$ cat src/rtl/uart_baud_arbiter.sv
// Round-robin arbiter that shares one baud generator between N_REQ frame engines.
// Optional watchdog abort is built when UART_BAUD_ARB_WATCHDOG_EN is defined.
module uart_baud_arbiter #(
    parameter int N_REQ          = 2,
    parameter int CFG_SETUP      = 2,
    parameter int TIMEOUT_CYCLES = 2000000
) (
    input  logic             clk,
    input  logic             reset_n,
    input  logic [N_REQ-1:0] req,
    output logic [N_REQ-1:0] gnt,
    output logic [N_REQ-1:0] req_tick,
    output logic [N_REQ-1:0] req_ready,
    output logic [N_REQ-1:0] done,
    output logic [N_REQ-1:0] err,
    input  logic [2:0]       cfg_baud_sl,
    output logic [2:0]       bg_baud_sl,
    output logic             bg_start,
    input  logic             bg_ready,
    input  logic             bg_finish,
    input  logic             bg_tick,
    output logic             busy,
    output logic [2:0]       dbg_state
);
    // Handshake: bg_start is a one-cycle pulse; the generator answers with a
    // one-cycle bg_ready, then ticks, then a one-cycle bg_finish. req is a level
    // held until done; ready/finish outside WAIT_RDY/ACTIVE are ignored.

    localparam int PW = (N_REQ > 1) ? $clog2(N_REQ) : 1;
    localparam int CW = $clog2(CFG_SETUP + 1);

    typedef enum logic [2:0] {
        IDLE     = 3'd0,
        LOAD     = 3'd1,
        START    = 3'd2,
        WAIT_RDY = 3'd3,
        ACTIVE   = 3'd4,
        DONE     = 3'd5
    } state_t;

    state_t           state_q, state_d;
    logic [N_REQ-1:0] gnt_q, gnt_d;
    logic [PW-1:0]    rr_ptr_q, rr_ptr_d;
    logic [CW-1:0]    load_cnt_q, load_cnt_d;
    logic [2:0]       baud_q, baud_d;
    logic             timeout;
    logic [N_REQ-1:0] pick;
    logic             found;
    logic [PW-1:0]    gnt_idx;

    // First requester after rr_ptr, wrapping modulo N_REQ.
    always_comb begin : rr_pick
        logic [PW-1:0] sel;
        pick  = '0;
        found = 1'b0;
        sel   = '0;
        for (int i = 1; i <= N_REQ; i++) begin
            sel = PW'((int'(rr_ptr_q) + i) % N_REQ);
            if (!found && req[sel]) begin
                pick[sel] = 1'b1;
                found     = 1'b1;
            end
        end
    end

    always_comb begin
        gnt_idx = '0;
        for (int i = 0; i < N_REQ; i++) begin
            if (gnt_q[i]) gnt_idx = PW'(i);
        end
    end

    always_comb begin
        state_d    = state_q;
        gnt_d      = gnt_q;
        rr_ptr_d   = rr_ptr_q;
        load_cnt_d = load_cnt_q;
        baud_d     = baud_q;
        case (state_q)
            IDLE: begin
                baud_d     = cfg_baud_sl;
                load_cnt_d = '0;
                if (found) begin
                    gnt_d   = pick;
                    state_d = LOAD;
                end
            end
            // The extra LOAD cycle lets the generator register the new baud select.
            LOAD: begin
                if (load_cnt_q == CW'(CFG_SETUP)) state_d = START;
                else load_cnt_d = load_cnt_q + CW'(1);
            end
            START:    state_d = WAIT_RDY;
            WAIT_RDY: if (bg_ready) state_d = ACTIVE;
            ACTIVE:   if (bg_finish) state_d = DONE;
            DONE: begin
                rr_ptr_d = gnt_idx;
                gnt_d    = '0;
                state_d  = IDLE;
            end
            default:  state_d = IDLE;
        endcase
        if (timeout) state_d = DONE;
    end

    always_ff @(posedge clk or negedge reset_n) begin
        if (!reset_n) begin
            state_q    <= IDLE;
            gnt_q      <= '0;
            rr_ptr_q   <= PW'(N_REQ - 1);
            load_cnt_q <= '0;
            baud_q     <= 3'b110;
        end else begin
            state_q    <= state_d;
            gnt_q      <= gnt_d;
            rr_ptr_q   <= rr_ptr_d;
            load_cnt_q <= load_cnt_d;
            baud_q     <= baud_d;
        end
    end

`ifdef UART_BAUD_ARB_WATCHDOG_EN
    logic [31:0] wd_cnt_q, wd_cnt_d;
    logic        wd_err_q, wd_err_d;

    always_comb begin
        wd_cnt_d = wd_cnt_q;
        wd_err_d = wd_err_q;
        timeout  = 1'b0;
        if (state_q == START) begin
            wd_cnt_d = '0;
            wd_err_d = 1'b0;
        end else if (state_q == WAIT_RDY || state_q == ACTIVE) begin
            wd_cnt_d = wd_cnt_q + 32'd1;
            if (wd_cnt_d == 32'(TIMEOUT_CYCLES)) begin
                timeout  = 1'b1;
                wd_err_d = 1'b1;
            end
        end
    end

    always_ff @(posedge clk or negedge reset_n) begin
        if (!reset_n) begin
            wd_cnt_q <= '0;
            wd_err_q <= 1'b0;
        end else begin
            wd_cnt_q <= wd_cnt_d;
            wd_err_q <= wd_err_d;
        end
    end

    assign err = (state_q == DONE) ? (gnt_q & {N_REQ{wd_err_q}}) : '0;
`else
    assign timeout = 1'b0;
    assign err     = '0;
`endif

    assign gnt        = gnt_q;
    assign busy       = (state_q != IDLE);
    assign bg_start   = (state_q == START);
    assign bg_baud_sl = baud_q;
    assign req_ready  = (state_q == WAIT_RDY && bg_ready) ? gnt_q : '0;
    assign req_tick   = (state_q == ACTIVE && bg_tick) ? gnt_q : '0;
    assign done       = (state_q == DONE) ? gnt_q : '0;
    assign dbg_state  = state_q;

endmodule

$ cat config.mk
export PLATFORM = sky130hd
export DESIGN_NAME = uart_baud_arbiter
export DESIGN_NICKNAME = d
export VERILOG_FILES = /design/src/rtl/uart_baud_arbiter.sv
export SDC_FILE = /design/constraint.sdc
export NUM_CORES = 1
export LEC_CHECK = 0
export BUFFER_PORTS_ARGS = -buffer_cell sky130_fd_sc_hd__buf_2
export CAP_MARGIN = 10
export CORE_AREA = 2 2 46 48
export CTS_CLUSTER_DIAMETER = 200
export DETAILED_ROUTE_END_ITERATION = 12
export DIE_AREA = 0 0 48 50
export GPL_TIMING_DRIVEN = 1
export PLACE_DENSITY_LB_ADDON = 0.12
export RECOVER_POWER = 50
export SLEW_MARGIN = 15
export SYNTH_ARGS = -nofsm -noshare
export SYNTH_HDL_FRONTEND = slang
export SYNTH_SLANG_ARGS = --single-unit
$ cat constraint.sdc
create_clock -name clk -period 2 [get_ports clk]
set_clock_uncertainty 0.2 [all_clocks]
set_input_delay 0.1 -clock clk [delete_from_list [all_inputs] [get_ports clk]]
set_output_delay 0.1 -clock clk [all_outputs]
set_load 0.01 [all_outputs]
Word level (Yosys, flattened, before mapping) --
Index checks and enable logic that the tools add are counted.
Operators by class: add/sub/neg operators 3, $mul 0, divide/modulo/power cells 0, magnitude comparators 4, eq/ne operators 11, shift operators 0, muxes and demuxes 25, bitwise gates (word level) 1, reduce and logical (&&, ||, !) cells 13
Operators by type and width (count):
- $pmux 3 s5 | 1
- $mux 2 | 7
- $mux 3 | 4
- $ne 2x2->1 const B | 5
- $mux 1 | 9
- $pmux 2 s2 | 2
- $eq 3x2->1 const B | 2
- $eq 3x3->1 const B | 2
- $logic_and 1x1->1 | 5
- $lt 1x2->1 const B | 2
- $reduce_and 2->1 | 2
- $reduce_and 4->1 | 1
- $reduce_bool 2->1 | 2
- $eq 3x1->1 const B | 1
- $logic_not 3->1 | 1
- $reduce_bool 3->1 | 1
- $add 1x1->1 const B | 2
- $add 2x1->2 const B | 1
- $demux 1 s1 | 2
- $eq 2x2->1 const B | 1
- $ge 1x1->1 const B | 2
- $or 2x2->2 | 1
- $logic_not 1->1 | 1
Storage, ports and cells: register bits after elaboration 11, bits in latches 0, memory bits (writable) 0, memory bits (read-only) 0, input port bits 10, output and inout port bits 18, word-level logic and storage cells 62, memories 0

Longest topological paths before layout --
Gate-level depths: netlist (run 1).
word-level depth 10, gate-level depth with buffers 5, gate-level depth less buffers 5

Worst setup path after synthesis (run 1) --
OpenSTA, ideal clock, no wires.
kind reg-to-reg, start reg state_q[0], in the netlist dbg_state[0], end reg state_q[0], in the netlist dbg_state[0], setup time 0.131 ns, data arrival time 1.210 ns, data required time 1.669 ns, slack 0.459 ns, stages on the path, launching flop included 5, buffers on the path 1, period minus slack after synthesis 1.541 ns, cell sequence dfrtp_1 buf_6 or4_1 o21ai_1 a22oi_1
Between the ends: cells in the longest elaborated chain, start to end 3, elaborated cells between the ends (all ways) 11, classes of those cells eq/ne (8); mux (1); reduce/logical (2)
RTL lines:
- start, declared | line 41 | state_t state_q, state_d;
- start signal, assigned | line 114 | state_q <= state_d;
- $eq 3x1->1, or another cell as far along | line 79 | case (state_q)
- $ne 2x2->1 (no source line)
- $reduce_and 4->1 (no source line)
Several ways; a longest one is shown, not always the timed one. A chain may end at the register's enable or synchronous reset.

Final worst setup path (run 1) --
start reg state_q[2], in the netlist dbg_state[2], end out done[1]
Between the ends: cells in the longest elaborated chain, start to end 2
RTL lines:
- $eq 3x3->1 | line 164 | assign done = (state_q == DONE) ? gnt_q : '0;
- $mux 2 | line 164
- end, declared | line 14 | output logic [N_REQ-1:0] done,
No other way between the ends.

==> results of run 1 <==
[flip-flops by register name, summed over array words and instances, names as in the netlist]
| signal | flops |
|---|---|
| bg_baud_sl | 3 |
| dbg_state | 3 |
| gnt | 2 |
| load_cnt_q | 2 |
| rr_ptr_q | 1 |
[cell usage in the layout (no fill, tap or decap)]
cell type / count
a31o_2: 2
o21ai_1: 1
clkbuf_1: 9
a21oi_1: 6
and3_1: 1
ha_1: 1
dlygate4sd3_1: 7
clkbuf_4: 3
nor2_1: 8
o21ai_0: 5
nand3_1: 2
mux2_2: 3
nand2b_1: 1
or4_1: 1
a22oi_1: 1
dfstp_2: 3
nor2b_1: 1
buf_2: 17
nor3_4: 1
nor4_1: 2
conb_1: 2
nand3b_1: 1
nor3_1: 2
dfrtp_1: 8
nand2_1: 5
inv_1: 6
a21o_1: 1
[metal layers]
metal | up-vias | GRT usage | part of all wire
li1 | 297 | - | -
met1 | 254 | 0.162 | 0.49
met2 | 22 | 0.184 | 0.45
met3 | 2 | 0.0220 | 0.046
met4 | 0 | 0.0676 | 0.0064
met5 | - | 0 | 0
[synthesized netlist by cell type, types with 2 or more instances]
| master | number |
|---|---|
| dfrtp_1 | 8 |
| nor2_1 | 8 |
| a21oi_1 | 6 |
| inv_1 | 6 |
| nand2_1 | 5 |
| o21ai_0 | 5 |
| buf_4 | 3 |
| dfstp_2 | 3 |
| mux2_2 | 3 |
| a31o_2 | 2 |
| buf_2 | 2 |
| nand3_1 | 2 |
| nor3_1 | 2 |
| nor4_1 | 2 |
[where the power goes]
part | total, µW | switching [µW] | internal, µW
sequential | 465 | 117 | 349
clock | 154 | 76.4 | 77.1
combinational | 504 | 273 | 231
total | 1120 | 466 | 657
[through the flow]
stage	util	cells	hold WS [ns]	area, µm²
after detailed placement	0.388	116	-0.214	738
final	0.434	127	0.0206	825
after floorplan	-	70	-0.396	623
after global routing	0.434	127	0.0330	825
after CTS	0.439	127	0.00704	835
after global placement	0.388	116	-0.216	738
[path summary, 6_finish.rpt]
path                                      end  slack (ns)  depth (start not counted)
max in group asynchronous        dbg_state[2]        1.03                          2
worst max register to register   dbg_state[0]        0.41                          3
min in group asynchronous              gnt[1]        0.16                          2
worst min register to register  bg_baud_sl[0]        0.31                          1
worst max-delay path                  done[1]        0.23                          3
worst min-delay path             dbg_state[1]        0.02                          4
[worst max-delay path: cells and delay by family, from the launching register on]
family / cells / cell delay [ns]
and+or+nand+nor: 2 / 0.44
buffers and inverters: 1 / 0.16
DFF: 1 / 0.61
[layout make-up]
cell class                      count  area [µm²]
Timing Repair Buffer               32         185
Tap cell                           27        33.8
Sequential cell                    11         279
Multi-Input combinational cell     47         278
Inverter                            6        22.5
Clock buffer                        4        26.3
Fill cell                         191        1080
[repair_timing]
action,4_1_cts,5_1_grt
buffers inserted,0,0
hold endpoints to repair,17,0
endpoints found under the setup margin,0,0
hold buffers,7,0
[cells by family (layout without fill, tap and decap cells)]
group / count (synthesis) / after routing / share of synthesized area
compound gates: 16 / 16 / 0.149
fa+ha+maj: 1 / 1 / 0.0202
buf+inv: 12 / 42 / 0.107
flops: 11 / 11 / 0.451
mux: 3 / 3 / 0.0545
other cells: 1 / 2 / 0.00605
simple gates: 25 / 25 / 0.212
==> reports/qor.txt, run 1 <==
Status: finished clean
Yosys top cell area share: 0.323
Largest net degree at the start of global routing: 15
Root buffer selected by CTS: clkbuf_4
Slew margin rel.: 0.576
Worst path slowest cell: dfrtp_1
Number of I/O port buffers: 25
Pwr Total: 1120 µW
Synth async-reset ratio: 1.00
HPWL Detailed: 1020 µm
Number of library cell types mapped by synthesis: 26
Gpl congestion: 0.728
Warnings, synthesis: 0
Req. time, crit path: 1.70 ns
Crit path largest cell delay: 0.61 ns
Worst-Skew Late Latency: 0.27 ns
Core ar.: 1900 µm²
Vias in the first global route: 491
1st-iter DRT viols: 12
Leading area contributor after synthesis: dfrtp_1
Max cap viols: 0
# DRC: 0
Worst Max-Slew Pin Slew: 0.636 ns
Grt ovf: 0
Crit path arrival time: 1.47 ns
Nets: 112
Register area share after synthesis: 0.451
Final Cycle Share: 0.884
Final setup vio count: 0
Io pins: 28
Initial Util: 0.326
Layout cells sized above 1: 0.290
Gr usage total: 0.123
CTS tree: yes
Final hold viol count: 0
WL final: 1410 µm
CP cell instances: nand3b_1, nor2_1, buf_2
Overall die width: 48 µm
Vias: 575
H-tree depth: 1
Hold Path Origin: bg_ready
Sink Count: 11
Max Fanout on Critical Path: 14
Area Overhead vs Synth: 33.1%
# rows: 16
Clock Path Buffers: 2
Post-synthesis register bit count: 11
Critical path type: reg -> out
Post-synthesis area per instance: 8.98 µm²
Clock Pin Slew Worst Setup and Hold Paths: 0.07 ns
Mean routed wirelength per cell: 11.1 µm
Synth Cell Area: 619 µm²
Die H: 50 µm
CTS Buf Count: 3
Post-synth EDFFs: 0
First-pass GRT wire length: 2090 µm
Antenna violations before repair: 0
Die area: 2400 µm²
VDD IR max: 665 µV
Min Tclk post-route: 1.77 ns
Setup TNS: 0 ns
Ranking of synthesized cells by area: dfrtp_1 32%, dfstp_2 13%, mux2_2 5.5%
Most used DFF post-synth: dfrtp_1
LEAKAGE: 0.000391 µW
Mapped Cells: 69
Post-CTS resize count: 0
Max Fclk: 566 MHz
Min-delay worst type: in -> reg
RSZ-0062 raised after global routing: false
DR pass1 iterations: 4
N_diodes: 0
Placement Setup Slack: 0.422 ns
PwrDens: 1360 nW/µm²
Detail Route Antenna Nets: 0
Crit start category: register
Post-DR vias/cell: 4.53
Final Slew Violations: 0
CP Launch Point: dbg_state[2]
Slack of the critical path: 0.232 ns
Reg2reg start: dbg_state[2]
Crit end category: output port
Note: power is estimated with default switching activity, not from simulation.
==> run 2, diff against run 1 <==
--- a/config.mk
+++ b/config.mk
@@ -8,13 +8,13 @@
 export BUFFER_PORTS_ARGS = -buffer_cell sky130_fd_sc_hd__buf_2
 export CAP_MARGIN = 10
 export CORE_AREA = 2 2 46 48
-export CTS_CLUSTER_DIAMETER = 200
 export DETAILED_ROUTE_END_ITERATION = 12
 export DIE_AREA = 0 0 48 50
 export GPL_TIMING_DRIVEN = 1
 export PLACE_DENSITY_LB_ADDON = 0.12
 export RECOVER_POWER = 50
-export SLEW_MARGIN = 15
+export SETUP_SLACK_MARGIN = 0.3
+export SLEW_MARGIN = 20
 export SYNTH_ARGS = -nofsm -noshare
 export SYNTH_HDL_FRONTEND = slang
 export SYNTH_SLANG_ARGS = --single-unit
==> reports/qor.txt, run 2 (same netlist as run 1, synthesis figures left out) <==
LEAKAGE: 0.000417 µW (was 0.000391 µW)
Clock Path Buffers: 2 (unchanged)
Core ar.: 1900 µm² (unchanged)
Die area: 2400 µm² (unchanged)
Largest net degree at the start of global routing: 15 (unchanged)
Clock Pin Slew Worst Setup and Hold Paths: 0.07 ns (about the same)
Max cap viols: 0 (unchanged)
Area Overhead vs Synth: 38.4% (was 33.1%)
Detail Route Antenna Nets: 0 (unchanged)
Crit end category: output port (unchanged)
Nets: 116 (was 112)
Post-DR vias/cell: 4.40 (was 4.53)
WL final: 1440 µm (was 1410 µm)
Min Tclk post-route: 1.68 ns (was 1.77 ns)
Slack of the critical path: 0.318 ns (was 0.232 ns)
Worst Max-Slew Pin Slew: 0.637 ns (was 0.636 ns)
Crit path arrival time: 1.38 ns (was 1.47 ns)
Gpl congestion: 0.728 (unchanged)
# rows: 16 (unchanged)
Gr usage total: 0.123 (unchanged)
Antenna violations before repair: 0 (unchanged)
Sink Count: 11 (unchanged)
FF+latch area: 279 µm² (unchanged)
Area occupied by multi-input gates: 278 µm² (unchanged)
Placed instance area: 738 µm² (unchanged)
Mean routed wirelength per cell: 11.0 µm (was 11.1 µm)
Fill cells: 189 (was 191)
CTS Buf Count: 3 (unchanged)
Setup TNS: 0 ns (unchanged)
Number of I/O port buffers: 25 (unchanged)
First-pass GRT wire length: 2090 µm (unchanged)
Worst-Skew Late Latency: 0.27 ns (about the same)
VDD IR max: 668 µV (was 665 µV)
Cell area after layout: 857 µm² (was 825 µm²)
Crit start category: register (unchanged)
Slew margin rel.: 0.575 (was 0.576)
Initial Util: 0.326 (unchanged)
Vias: 577 (was 575)
Io pins: 28 (unchanged)
Root buffer selected by CTS: clkbuf_4 (unchanged)
Layout cells sized above 1: 0.337 (was 0.290)
Vias in the first global route: 491 (unchanged)
N_diodes: 0 (unchanged)
Final hold viol count: 0 (unchanged)
DR pass1 iterations: 3 (was 4)
Req. time, crit path: 1.70 ns (about the same)
Commonest non-fill, non-tap cell in the layout: buf_2 (unchanged)
Most frequent cells in the layout: 19 x buf_2, 8 x nor2_1, 8 x dfrtp_1 (was 17 x buf_2, 9 x clkbuf_1, 8 x nor2_1, 8 x dfrtp_1, 7 x dlygate4sd3_1)
Final Cycle Share: 0.841 (was 0.884)
Critical path type: reg -> out (unchanged)
RSZ-0062 raised after global routing: true (was false)
Final setup vio count: 0 (unchanged)
Final Slew Violations: 0 (unchanged)
Status: finished clean (unchanged)
Max Fclk: 595 MHz (was 566 MHz)
H-tree depth: 1 (unchanged)
Min-delay worst type: in -> reg (unchanged)
CTS tree: yes (unchanged)
PwrDens: 1350 nW/µm² (was 1360 nW/µm²)
Placement Setup Slack: 0.422 ns (unchanged)
1st-iter DRT viols: 15 (was 12)
Overall die width: 48 µm (unchanged)
HPWL Detailed: 1020 µm (unchanged)
# DRC: 0 (unchanged)
Grt ovf: 0 (unchanged)
Max Fanout on Critical Path: 11 (was 14)
Die H: 50 µm (unchanged)
-- run 2: cell count changes in the layout (fill, tap and decap cells not counted) --
cell | previous run | this run
buf_2 | 17 | 19
buf_4 | 0 | 4
clkbuf_1 | 9 | 7
-- run 2: area by class of cell --
type | instances | share of cell area
inverter | 6 | 0.0263
clock buffer | 4 | 0.0307
tap | 27 | 0.0394
timing repair buffer | 36 | 0.254
multi-input combinational | 47 | 0.324
sequential | 11 | 0.326
-- run 2: path summary, 6_finish.rpt --
check                              start  cells past startpoint             to  slack [ns]
max                         dbg_state[1]                      3   req_ready[1]        0.32
min                             bg_ready                      4   dbg_state[1]        0.02
max reg2reg                 dbg_state[2]                      4   dbg_state[0]        0.35
min reg2reg                bg_baud_sl[0]                      1  bg_baud_sl[0]        0.31
max in group asynchronous        reset_n                      2   dbg_state[2]        1.03
min in group asynchronous        reset_n                      2         gnt[1]        0.16
-- run 2: repair_timing --
item	4_1_cts	5_1_grt
resized for setup	2	1
setup buffers	1	3
hold buffers	7	0
cloned	0	0
endpoints found under the hold margin	17	0
setup endpoints to repair	3	7
-- run 2: power by group --
| part | switching (µW) | leakage [µW] | total (µW) | internal (µW) |
|---|---|---|---|---|
| sequential | 106 | 0.000130 | 455 | 349 |
| clock | 76.4 | 0.0000150 | 154 | 77.1 |
| combinational | 287 | 0.000273 | 545 | 257 |
-- run 2: stage by stage --
| step | total power (µW) | util | hold slack, ns | instances |
|---|---|---|---|---|
| after floorplan | 849 | - | -0.396 | 70 |
| final | 1150 | 0.451 | 0.0175 | 131 |
| after CTS | 1160 | 0.444 | 0.00543 | 128 |
| after global placement | 970 | 0.388 | -0.216 | 116 |
| after global routing | 1260 | 0.451 | 0.0330 | 131 |
| after detailed placement | 981 | 0.388 | -0.214 | 116 |
-- run 2: routing by layer --
metal	vias up	GRT usage	routed length, µm
met5	-	0	0
met4	0	0.0676	9
met3	2	0.0220	63
met2	20	0.184	655
met1	251	0.162	715
li1	304	-	-
-- run 2: worst max-delay path, cell delays in order, from the launching register on --
cell and delay, ns:
dfrtp_1 0.56, nand2b_1 0.18, nor3_1 0.21, buf_2 0.17
